### src/rtl/dmem_wbuf_pkg.sv
// Shared types and constants for the data-memory write buffer.
package dmem_wbuf_pkg;

    // Default number of store-buffer entries.
    localparam int WBUF_DEPTH_DEFAULT = 4;

    // One buffered store: word address, store data and byte enables.
    typedef struct packed {
        logic [29:0] waddr;
        logic [31:0] data;
        logic [3:0]  be;
    } wbuf_entry_t;

    // Drain state machine encoding.
    typedef enum logic [0:0] {
        DRAIN_IDLE = 1'b0,
        DRAIN_BUSY = 1'b1
    } drain_state_t;

    // Word address of a byte address.
    function automatic logic [29:0] word_addr(input logic [31:0] byte_addr);
        return byte_addr[31:2];
    endfunction

endpackage

### src/rtl/dmem_wbuf_fifo.sv
// Store-buffer storage: circular array with head/tail pointers and an
// occupancy count. Exposes the full array and the head pointer so the
// parent can search every valid entry for load hazards.
module wbuf_fifo
    import dmem_wbuf_pkg::*;
#(
    parameter int DEPTH = WBUF_DEPTH_DEFAULT,
    localparam int PTR_W = $clog2(DEPTH),
    localparam int CNT_W = PTR_W + 1
) (
    input  logic                      clk,
    input  logic                      reset,
    input  logic                      push,
    input  wbuf_entry_t               push_entry,
    input  logic                      pop,
    output logic [PTR_W-1:0]          head_ptr,
    output logic [CNT_W-1:0]          count,
    output logic                      full,
    output logic                      empty,
    output wbuf_entry_t [DEPTH-1:0]   entries
);

    wbuf_entry_t [DEPTH-1:0] mem_r;
    logic [PTR_W-1:0]        head_r;
    logic [PTR_W-1:0]        tail_r;
    logic [CNT_W-1:0]        count_r;
    logic [CNT_W-1:0]        count_next_s;
    logic                    full_s;
    logic                    empty_s;
    logic                    push_ok_s;
    logic                    pop_ok_s;

    assign full_s    = (count_r == CNT_W'(DEPTH));
    assign empty_s   = (count_r == {CNT_W{1'b0}});
    assign push_ok_s = push & ~full_s;
    assign pop_ok_s  = pop & ~empty_s;

    // Next occupancy: simultaneous push and pop leave the count unchanged.
    always_comb begin
        count_next_s = count_r;
        case ({push_ok_s, pop_ok_s})
            2'b10:   count_next_s = count_r + CNT_W'(1'b1);
            2'b01:   count_next_s = count_r - CNT_W'(1'b1);
            default: count_next_s = count_r;
        endcase
    end

    // Pointer and count registers; pointers wrap naturally at DEPTH.
    always_ff @(posedge clk or posedge reset) begin
        if (reset) begin
            head_r  <= {PTR_W{1'b0}};
            tail_r  <= {PTR_W{1'b0}};
            count_r <= {CNT_W{1'b0}};
        end else begin
            if (push_ok_s) begin
                tail_r <= tail_r + PTR_W'(1'b1);
            end
            if (pop_ok_s) begin
                head_r <= head_r + PTR_W'(1'b1);
            end
            count_r <= count_next_s;
        end
    end

    // Entry storage, written at the tail; contents are don't-care until valid.
    always_ff @(posedge clk) begin
        if (push_ok_s) begin
            mem_r[tail_r] <= push_entry;
        end
    end

    assign head_ptr = head_r;
    assign count    = count_r;
    assign full     = full_s;
    assign empty    = empty_s;
    assign entries  = mem_r;

endmodule

### src/rtl/dmem_wbuf.sv
// Data-memory write buffer: queues CPU stores and drains them to memory
// one at a time, while loads read memory directly unless they hit a
// buffered store. Optional feature macro: WBUF_FWD_EN -- forward the
// youngest matching full-word store to a load instead of stalling.
module dmem_wbuf
    import dmem_wbuf_pkg::*;
#(
    parameter int DEPTH = WBUF_DEPTH_DEFAULT
) (
    input  logic        clk,
    input  logic        reset,
    input  logic [31:0] daddr,
    input  logic [31:0] dwdata,
    input  logic [3:0]  dwe,
    input  logic        drd,
    output logic [31:0] drdata,
    output logic        stall,
    output logic        mem_req,
    output logic [31:0] mem_addr,
    output logic [31:0] mem_wdata,
    output logic [3:0]  mem_be,
    input  logic        mem_ack,
    output logic [31:0] mem_raddr,
    input  logic [31:0] mem_rdata
);

    localparam int PTR_W = $clog2(DEPTH);
    localparam int CNT_W = PTR_W + 1;

    drain_state_t            state_r;
    drain_state_t            state_next_s;
    logic                    store_s;
    logic                    load_s;
    logic                    push_s;
    logic                    pop_s;
    logic                    full_s;
    logic                    empty_s;
    logic [CNT_W-1:0]        count_s;
    logic [PTR_W-1:0]        head_ptr_s;
    wbuf_entry_t [DEPTH-1:0] entries_s;
    wbuf_entry_t             head_entry_s;
    wbuf_entry_t             push_entry_s;
    logic                    match_any_s;
    logic                    hazard_s;
    logic                    stall_store_s;
    logic                    stall_load_s;
    logic                    daddr_lsb_unused_s;
`ifdef WBUF_FWD_EN
    logic [3:0]              yng_be_s;
    logic [31:0]             yng_data_s;
    logic                    fwd_ok_s;
`endif

    // A store owns the cycle; a simultaneous load request is ignored.
    assign store_s       = (dwe != 4'b0000);
    assign load_s        = drd & ~store_s;
    assign stall_store_s = store_s & full_s;
    assign push_s        = store_s & ~full_s;
    assign pop_s         = (state_r == DRAIN_BUSY) & mem_ack;

    assign push_entry_s.waddr = word_addr(daddr);
    assign push_entry_s.data  = dwdata;
    assign push_entry_s.be    = dwe;

    assign daddr_lsb_unused_s = ^daddr[1:0];

    wbuf_fifo #(
        .DEPTH (DEPTH)
    ) u_fifo (
        .clk        (clk),
        .reset      (reset),
        .push       (push_s),
        .push_entry (push_entry_s),
        .pop        (pop_s),
        .head_ptr   (head_ptr_s),
        .count      (count_s),
        .full       (full_s),
        .empty      (empty_s),
        .entries    (entries_s)
    );

    // Search valid entries oldest to youngest; the last hit is the youngest.
    // The head entry counts even while it pops this cycle.
    always_comb begin
        logic [PTR_W-1:0] slot_v;
        logic             hit_v;
        match_any_s = 1'b0;
`ifdef WBUF_FWD_EN
        yng_be_s    = 4'b0000;
        yng_data_s  = 32'h0000_0000;
`endif
        for (int k = 0; k < DEPTH; k++) begin
            slot_v      = head_ptr_s + PTR_W'(k);
            hit_v       = (CNT_W'(k) < count_s) &&
                          (entries_s[slot_v].waddr == word_addr(daddr));
            match_any_s = match_any_s | hit_v;
`ifdef WBUF_FWD_EN
            yng_be_s    = hit_v ? entries_s[slot_v].be   : yng_be_s;
            yng_data_s  = hit_v ? entries_s[slot_v].data : yng_data_s;
`endif
        end
    end

    assign hazard_s = load_s & match_any_s;

`ifdef WBUF_FWD_EN
    assign fwd_ok_s     = (yng_be_s == 4'b1111);
    assign stall_load_s = hazard_s & ~fwd_ok_s;
`else
    assign stall_load_s = hazard_s;
`endif

    // CPU-facing stall and load data; both forced low while in reset.
    always_comb begin
        stall  = 1'b0;
        drdata = 32'h0000_0000;
        if (reset) begin
            stall  = 1'b0;
            drdata = 32'h0000_0000;
        end else begin
            stall = stall_store_s | stall_load_s;
            if (load_s) begin
`ifdef WBUF_FWD_EN
                if (hazard_s && fwd_ok_s) begin
                    drdata = yng_data_s;
                end else begin
                    drdata = mem_rdata;
                end
`else
                drdata = mem_rdata;
`endif
            end else begin
                drdata = 32'h0000_0000;
            end
        end
    end

    // Drain state register.
    always_ff @(posedge clk or posedge reset) begin
        if (reset) begin
            state_r <= DRAIN_IDLE;
        end else begin
            state_r <= state_next_s;
        end
    end

    // Drain next state: leave BUSY only when the last entry is acked and
    // nothing new arrives; a store into an empty buffer starts draining next cycle.
    always_comb begin
        state_next_s = state_r;
        case (state_r)
            DRAIN_IDLE: begin
                if (!empty_s || push_s) begin
                    state_next_s = DRAIN_BUSY;
                end else begin
                    state_next_s = DRAIN_IDLE;
                end
            end
            DRAIN_BUSY: begin
                if (mem_ack && (count_s == CNT_W'(1'b1)) && !push_s) begin
                    state_next_s = DRAIN_IDLE;
                end else begin
                    state_next_s = DRAIN_BUSY;
                end
            end
            default: state_next_s = DRAIN_IDLE;
        endcase
    end

    // Head entry is held in storage, so the request stays stable until acked.
    assign head_entry_s = entries_s[head_ptr_s];
    assign mem_req      = (state_r == DRAIN_BUSY) & ~reset;
    assign mem_addr     = {head_entry_s.waddr, 2'b00};
    assign mem_wdata    = head_entry_s.data;
    assign mem_be       = head_entry_s.be;
    assign mem_raddr    = {daddr[31:2], 2'b00};

endmodule

### config.mk
export PLATFORM = sky130hd
export DESIGN_NAME = dmem_wbuf
export DESIGN_NICKNAME = d
export VERILOG_FILES = /design/src/rtl/dmem_wbuf_pkg.sv /design/src/rtl/dmem_wbuf_fifo.sv /design/src/rtl/dmem_wbuf.sv
export SDC_FILE = /design/constraint.sdc
export NUM_CORES = 1
export LEC_CHECK = 0
export CORE_MARGIN = 2
export CORE_UTILIZATION = 58
export CTS_BUF_LIST = sky130_fd_sc_hd__clkbuf_8 sky130_fd_sc_hd__clkbuf_16
export DETAILED_ROUTE_END_ITERATION = 7
export PLACE_DENSITY = 0.9
export SETUP_SLACK_MARGIN = 0.02
export SYNTH_ARGS = -nofsm -noshare
export SYNTH_HDL_FRONTEND = slang
export SYNTH_SLANG_ARGS = --single-unit
### constraint.sdc
create_clock -name clk -period 4.8 [get_ports clk]
set_input_delay 0.96 -clock clk [delete_from_list [all_inputs] [get_ports clk]]
set_output_delay 0.96 -clock clk [all_outputs]
set_load 0.1 [all_outputs]
# Yosys cells after proc, flatten, opt, wreduce, memory -nomap -nowiden

Cells that the tools add are included.

Register bits: 272
Word-level logic and storage cells: 88

Add/sub/neg operators: 6
Magnitude comparators: 10
Eq/ne operators: 8
Mux-type cells: 18
Bitwise operators: 17
Reductions and logical operators: 13

Operator list:

| cell                                               | count |
|---|---|
| binary-select mux 66 bit (select 2 bit)            | 4 |
| 2-to-1 mux 66 bit                                  | 5 |
| bitwise mux 264 bit                                | 1 |
| demux 66 bit (select 2 bit)                        | 1 |
| == test 30 bit                                     | 4 |
| 2-to-1 mux 32 bit                                  | 2 |
| < comparator 2 x 3 -> 1 bit, second input constant | 5 |
| bitwise AND 1 bit                                  | 8 |
| logical AND 1 bit                                  | 7 |
| < comparator 1 x 3 -> 1 bit, first input constant  | 2 |
| < comparator 2 x 3 -> 1 bit, first input constant  | 2 |
| one-hot mux 3 bit (2 select lines)                 | 1 |
| NOT 1 bit                                          | 5 |
| adder 2 x 1 -> 2 bit, second input constant        | 2 |
| adder 2 bit, second input constant                 | 2 |
| OR 1 bit                                           | 4 |
| nonzero test 4 bit                                 | 1 |
| adder 3 x 1 -> 3 bit, second input constant        | 1 |
| == test 3 x 1 -> 1 bit, second input constant      | 1 |
| == test 3 bit, second input constant               | 1 |
| logical NOT 3 bit                                  | 1 |
| 2-to-1 mux 1 bit                                   | 3 |
| subtractor 3 x 1 -> 3 bit, second input constant   | 1 |
| == test 2 x 1 -> 1 bit, second input constant      | 1 |
| 6 further kinds                                    | 7 |

# Depth between registers and ports, before layout

Word-level depth: 11
Mapped depth: 11
Depth with buffers taken out: 8

# Modules after synthesis

Synthesis repeated with hierarchy kept, for this count alone.

Cell total of the unflattened synthesis: 963
Area, all modules: 14,054.7 µm²

By module, submodules not included:

| module    | instances | cells an instance | area an instance (µm²) | sequential area each (µm²) |
|---|---|---|---|---|
| wbuf_fifo | 1         | 302               | 8,371.8                | 8,102.8 |
| dmem_wbuf | 1         | 661               | 5,683.0                | 25.0 |

# Worst setup path before layout

No wires, ideal clock.

Kind: register to output
Start point: reg u_fifo.head_r[0] (netlist: u_fifo.head_ptr[0])
End point: out stall
Arrival time: 4.000 ns
Data required time: 3.840 ns
Path slack: -0.160 ns
Stages on the path, launching flop included: 10
Cell sequence: dfrtp_1 buf_6 buf_4 buf_2 mux2i_1 a221oi_1 nand4_1 a2111oi_2 o21ai_1 nand3_1

Elaborated cells on any way between the ends: 25
Those cells by class: 3 x add/sub; 4 x eq/ne; 9 x mux; 5 x bitwise; 4 x reduce/logical

RTL lines:

| what                                    | RTL line             | RTL |
|---|---|---|
| start, declared                         | dmem_wbuf_fifo.sv:24 | `logic [PTR_W-1:0] head_r;` |
| start signal, assigned                  | dmem_wbuf_fifo.sv:51 | `head_r <= {PTR_W{1'b0}};` |
| start signal, assigned                  | dmem_wbuf_fifo.sv:59 | `head_r <= head_r + PTR_W'(1'b1);` |
| binary-select mux 66 bit (select 2 bit) | n/a                  |  |
| 2-to-1 mux 66 bit                       | n/a                  |  |
| net mem_addr[27]                        | dmem_wbuf.sv:19      | `output logic [31:0] mem_addr,` |
| == test 30 bit                          | dmem_wbuf.sv:95      | `(entries_s[slot_v].waddr == word_addr(daddr));` |
| logical AND 1 bit                       | dmem_wbuf.sv:94      | `hit_v = (CNT_W'(k) < count_s) &&` |
| OR 1 bit (3 in a row)                   | dmem_wbuf.sv:96      | `match_any_s = match_any_s \| hit_v;` |
| bitwise AND 1 bit                       | dmem_wbuf.sv:104     | `assign hazard_s = load_s & match_any_s;` |
| OR 1 bit                                | dmem_wbuf.sv:121     | `stall = stall_store_s \| stall_load_s;` |
| 2-to-1 mux 1 bit                        | dmem_wbuf.sv:117     | `if (reset) begin` |
| end, declared                           | dmem_wbuf.sv:17      | `output logic stall,` |

The timed path passes the listed nets, and every way through them passes these cells. The select of a mux whose other input is x is not followed.

# Worst setup path after layout

Start point: reg u_fifo.head_r[0] (netlist: u_fifo.head_ptr[0])
End point: out stall

Word-level cells in the longest chain between the ends: 11
Elaborated cells on any way between the ends: 25
Those cells by class: 3 x add/sub; 4 x eq/ne; 9 x mux; 5 x bitwise; 4 x reduce/logical

Ends and longest elaborated chain:

| what                                    | RTL line         | RTL |
|---|---|---|
| adder 2 x 1 -> 2 bit                    | dmem_wbuf.sv:93  | `slot_v = head_ptr_s + PTR_W'(k);` |
| binary-select mux 66 bit (select 2 bit) | dmem_wbuf.sv:95  |  |
| 2-to-1 mux 66 bit (not written as such) | dmem_wbuf.sv:95  |  |
| == test 30 bit                          | dmem_wbuf.sv:95  |  |
| logical AND 1 bit                       | dmem_wbuf.sv:94  |  |
| OR 1 bit (2 in a row)                   | dmem_wbuf.sv:96  |  |
| OR 1 bit *                              | dmem_wbuf.sv:96  |  |
| bitwise AND 1 bit *                     | dmem_wbuf.sv:104 |  |
| OR 1 bit *                              | dmem_wbuf.sv:121 |  |
| 2-to-1 mux 1 bit *                      | dmem_wbuf.sv:117 |  |

Mark *: on every way between the ends. The rest lies on a longest branch, timed or not. The select of a mux whose other input is x is not followed.

==> flow_metrics.tcl <==
set metrics [dict create \
    status "finished, final reports clean" \
    worstSetupStartpointType "flop" \
    ys_ff_latch 272 \
    wirelength_um 37500 \
    finalSetupViolations 0 \
    viasPerCell 6.29 \
    crit_type "reg2out" \
    drc 0 \
    synth_top_family_by_area "multiplexers" \
    grt_pass1_wl_um 56200 \
    dp.final_hpwl_um 26100 \
    worst_setup_path_end_kind "output port" \
    cts_buffer_depth 3 \
    initial_utilization_pct 59.3 \
    clock-sinks 272 \
    num_rows 57 \
    n_antenna_cell 0 \
    max_stage_delay_ns 0.58 \
    period_minus_slack_ns 4.66 \
    tns_ns 0 \
    yosys_warnings 0 \
    crit_family "simple AND/OR/NAND/NOR gates" \
    first_iter_violations 927 \
    cts-root-buf "clkbuf_16" \
    ant_nets 0 \
    async_flop_share_pct 2.94 \
    synth_adder_area_share_pct 0.776 \
    io_buffer_count 231 \
    ys_seq_area_share_pct 56.0 \
    place.gp.congestion 0.958 \
    grt.overflow.total 0 \
    synth-xor-area-share_pct 6.09 \
    hold_violations 0 \
    die_w_um 162 \
    cts_tree "built" \
    core_um2 24500 \
    crit_required_ns 3.84 \
    route.vias.total 9335 \
    clock_latency_ns 0.54 \
    clock.fmax_mhz 215 \
    relSlewSlack_pct 53.2 \
    die_area_um2 26300 \
    critPathBufInv 3 \
    skew_ns 0.00911 \
    grt_setup_unrepaired "no" \
    yosys.area.top_type "edfxtp_1" \
    syn_inst 925 \
    timing_worst_slew_pin_value_ns 0.702 \
    antenna_found_initial 0 \
    path_cells "buf_12 > buf_12 > mux4_2 > xor2_1 > nor4_1 > nand4_1 > a2111oi_2 > o21ai_1 > nand3_1 > buf_12" \
    grt_usage_pct 28.4 \
    synth_top_area_share_pct 54.6 \
    min_period_over_period_pct 97.1 \
    grt_max_degree 47 \
    synth-main-ff-cell "edfxtp_1" \
    syn_avg_cell_area_um2 15.7 \
    slowest_stage "dfrtp_4" \
    cts_made_buffers 26 \
    dr.pass1.iters 6 \
    slew_viol_final 0 \
    cts-htree-levels 1 \
    drive_gt1_share_pct 29.2 \
    hp-class "reg2reg" \
    synth_edf_count 264 \
    yosys.area_share.simple_pct 5.04 \
    layout.nets 1257 \
    synth_mux_area_share_pct 23.0 \
    worstPathMaxFanout 27 \
    clk_pin_slew_worst_paths_ns 0.06 \
    synth.distinct_cells 56 \
    die_h_um 162 \
    routedWlPerCell_um 25.3 \
    synth.area.top_cells "edfxtp_1, mux4_2, mux2i_1" \
    syn_area_um2 14500 \
    drv_cap 0 \
    arrival_ns 3.70 \
    synth_compound_area_share_pct 4.12 \
    cp_common_cell "buf_12" \
    syn2layout_area_growth_pct 24.6 \
    pin_count 238 \
    grt_pass1_vias 9441 \
]
## path summary, 6_finish.rpt
| path | startpoint | depth (start not counted) | slack (ns) | to |
|---|---|---|---|---|
| min in group asynchronous | reset | 3 | 0.78 | u_fifo.tail_r[0]$_DFFE_PP0P_ |
| max | u_fifo.head_ptr[0]$_DFFE_PP0P_ | 10 | 0.14 | stall |
| max in group asynchronous | reset | 3 | 3.86 | u_fifo.head_ptr[0]$_DFFE_PP0P_ |
| max reg2reg | u_fifo.count[0]$_DFFE_PP0P_ | 5 | 2.09 | u_fifo.entries[190]$_DFFE_PP_ |
| min reg2reg | u_fifo.count[0]$_DFFE_PP0P_ | 1 | 0.61 | u_fifo.count[0]$_DFFE_PP0P_ |
| min | u_fifo.count[0]$_DFFE_PP0P_ | 1 | 0.61 | u_fifo.count[0]$_DFFE_PP0P_ |
## repair_timing
item                                    4_1_cts  5_1_grt
setup buffers                                 1        6
hold buffers                                  0        0
cloned                                        0        0
pin swaps                                     0        0
endpoints found under the setup margin        1        1
gates resized for setup                       0        5
## cell usage after synthesis, types with 2 or more instances
cell type,number
a222oi_1,2
o22ai_1,13
clkbuf_1,23
nor2b_1,3
nor3b_1,2
a21oi_1,13
nor2_1,24
nor3_1,6
inv_1,20
a21boi_0,2
nor4b_1,2
o21ai_0,11
or2_2,2
xnor2_1,54
a211o_1,2
nand4_1,12
buf_4,41
xor2_1,47
a2bb2oi_1,3
a221oi_1,4
dfrtp_1,8
mux2_2,7
a22oi_1,4
nor4_1,15
mux2i_1,108
mux4_2,92
and2_1,37
edfxtp_1,264
ha_1,9
nand3_1,6
and4_1,2
o2bb2ai_1,3
buf_1,4
nand2_1,17
o2111ai_1,2
a2111oi_2,4
buf_12,2
mux4_1,4
buf_2,17
a31oi_1,2
a2111oi_0,7
a32oi_1,2
buf_6,10
## through the flow
step | setup WS [ns] | std cells | hold WS (ns) | utilization, % | cell area (µm²)
2_1_floorplan | 0.422 | 928 | 0.520 | - | 14500
3_3_place_gp | 0.306 | 1433 | 0.557 | 70.2 | 17200
3_5_place_dp | 0.322 | 1433 | 0.578 | 70.2 | 17200
4_1_cts | 0.0700 | 1478 | 0.604 | 73.6 | 18000
5_1_grt | 0.0109 | 1484 | 0.663 | 73.9 | 18100
6_report | 0.139 | 1484 | 0.611 | 73.9 | 18100
## logic make-up after synthesis
kind of cell               Yosys count
and+or+nand+nor                    133
AOI/OAI and AO/OA                   81
muxes                              211
DFF                                272
buffers and inverters              117
xor gates and xnor gates           101
other                                1
adders and majority gates            9
## worst register-to-register path, delay by kind of cell, from the launching register on
family	cells	cell delay, ns
AO/OA/AOI/OAI	1	0.56
adder cells (fa/ha/maj)	1	0.26
buffers and inverters	2	0.42
flip-flops	1	0.47
AND/OR/NAND/NOR	1	0.70
## routing by layer
layer  wire, µm  GRT usage (%)
met2      19300           48.9
met1      13700           37.2
met4       1000           7.72
met3       3430           5.77
met5          0              0
## cells in the final DEF, fill, tap and decap left out, types with 27 or more instances in the layout
cell | Yosys | routed
and2_1 | 37 | 33
buf_12 | 2 | 41
buf_4 | 41 | 139
clkbuf_16 | 0 | 27
clkdlybuf4s50_1 | 0 | 101
edfxtp_1 | 264 | 264
mux2i_1 | 108 | 103
mux4_2 | 92 | 92
xnor2_1 | 54 | 54
xor2_1 | 47 | 47
## sequential cells by signal, summed over array words and instances (netlist names)
name,count
u_fifo.entries,264
u_fifo.count,3
u_fifo.head_ptr,2
u_fifo.tail_r,2
state_r,1
## layout make-up
type / instances / area, µm²
flip-flops and latches: 272 / 8140
fillers: 1482 / 6370
multi-input cells: 539 / 5710
repair buffers: 285 / 2940
clock buffers: 27 / 676
well taps: 324 / 405
clock inverters: 17 / 146
inverters: 20 / 75.1
Power is left out: the tool's default activity adds up to more than one toggle a clock period on the data nets, which glitch-free logic cannot reach.
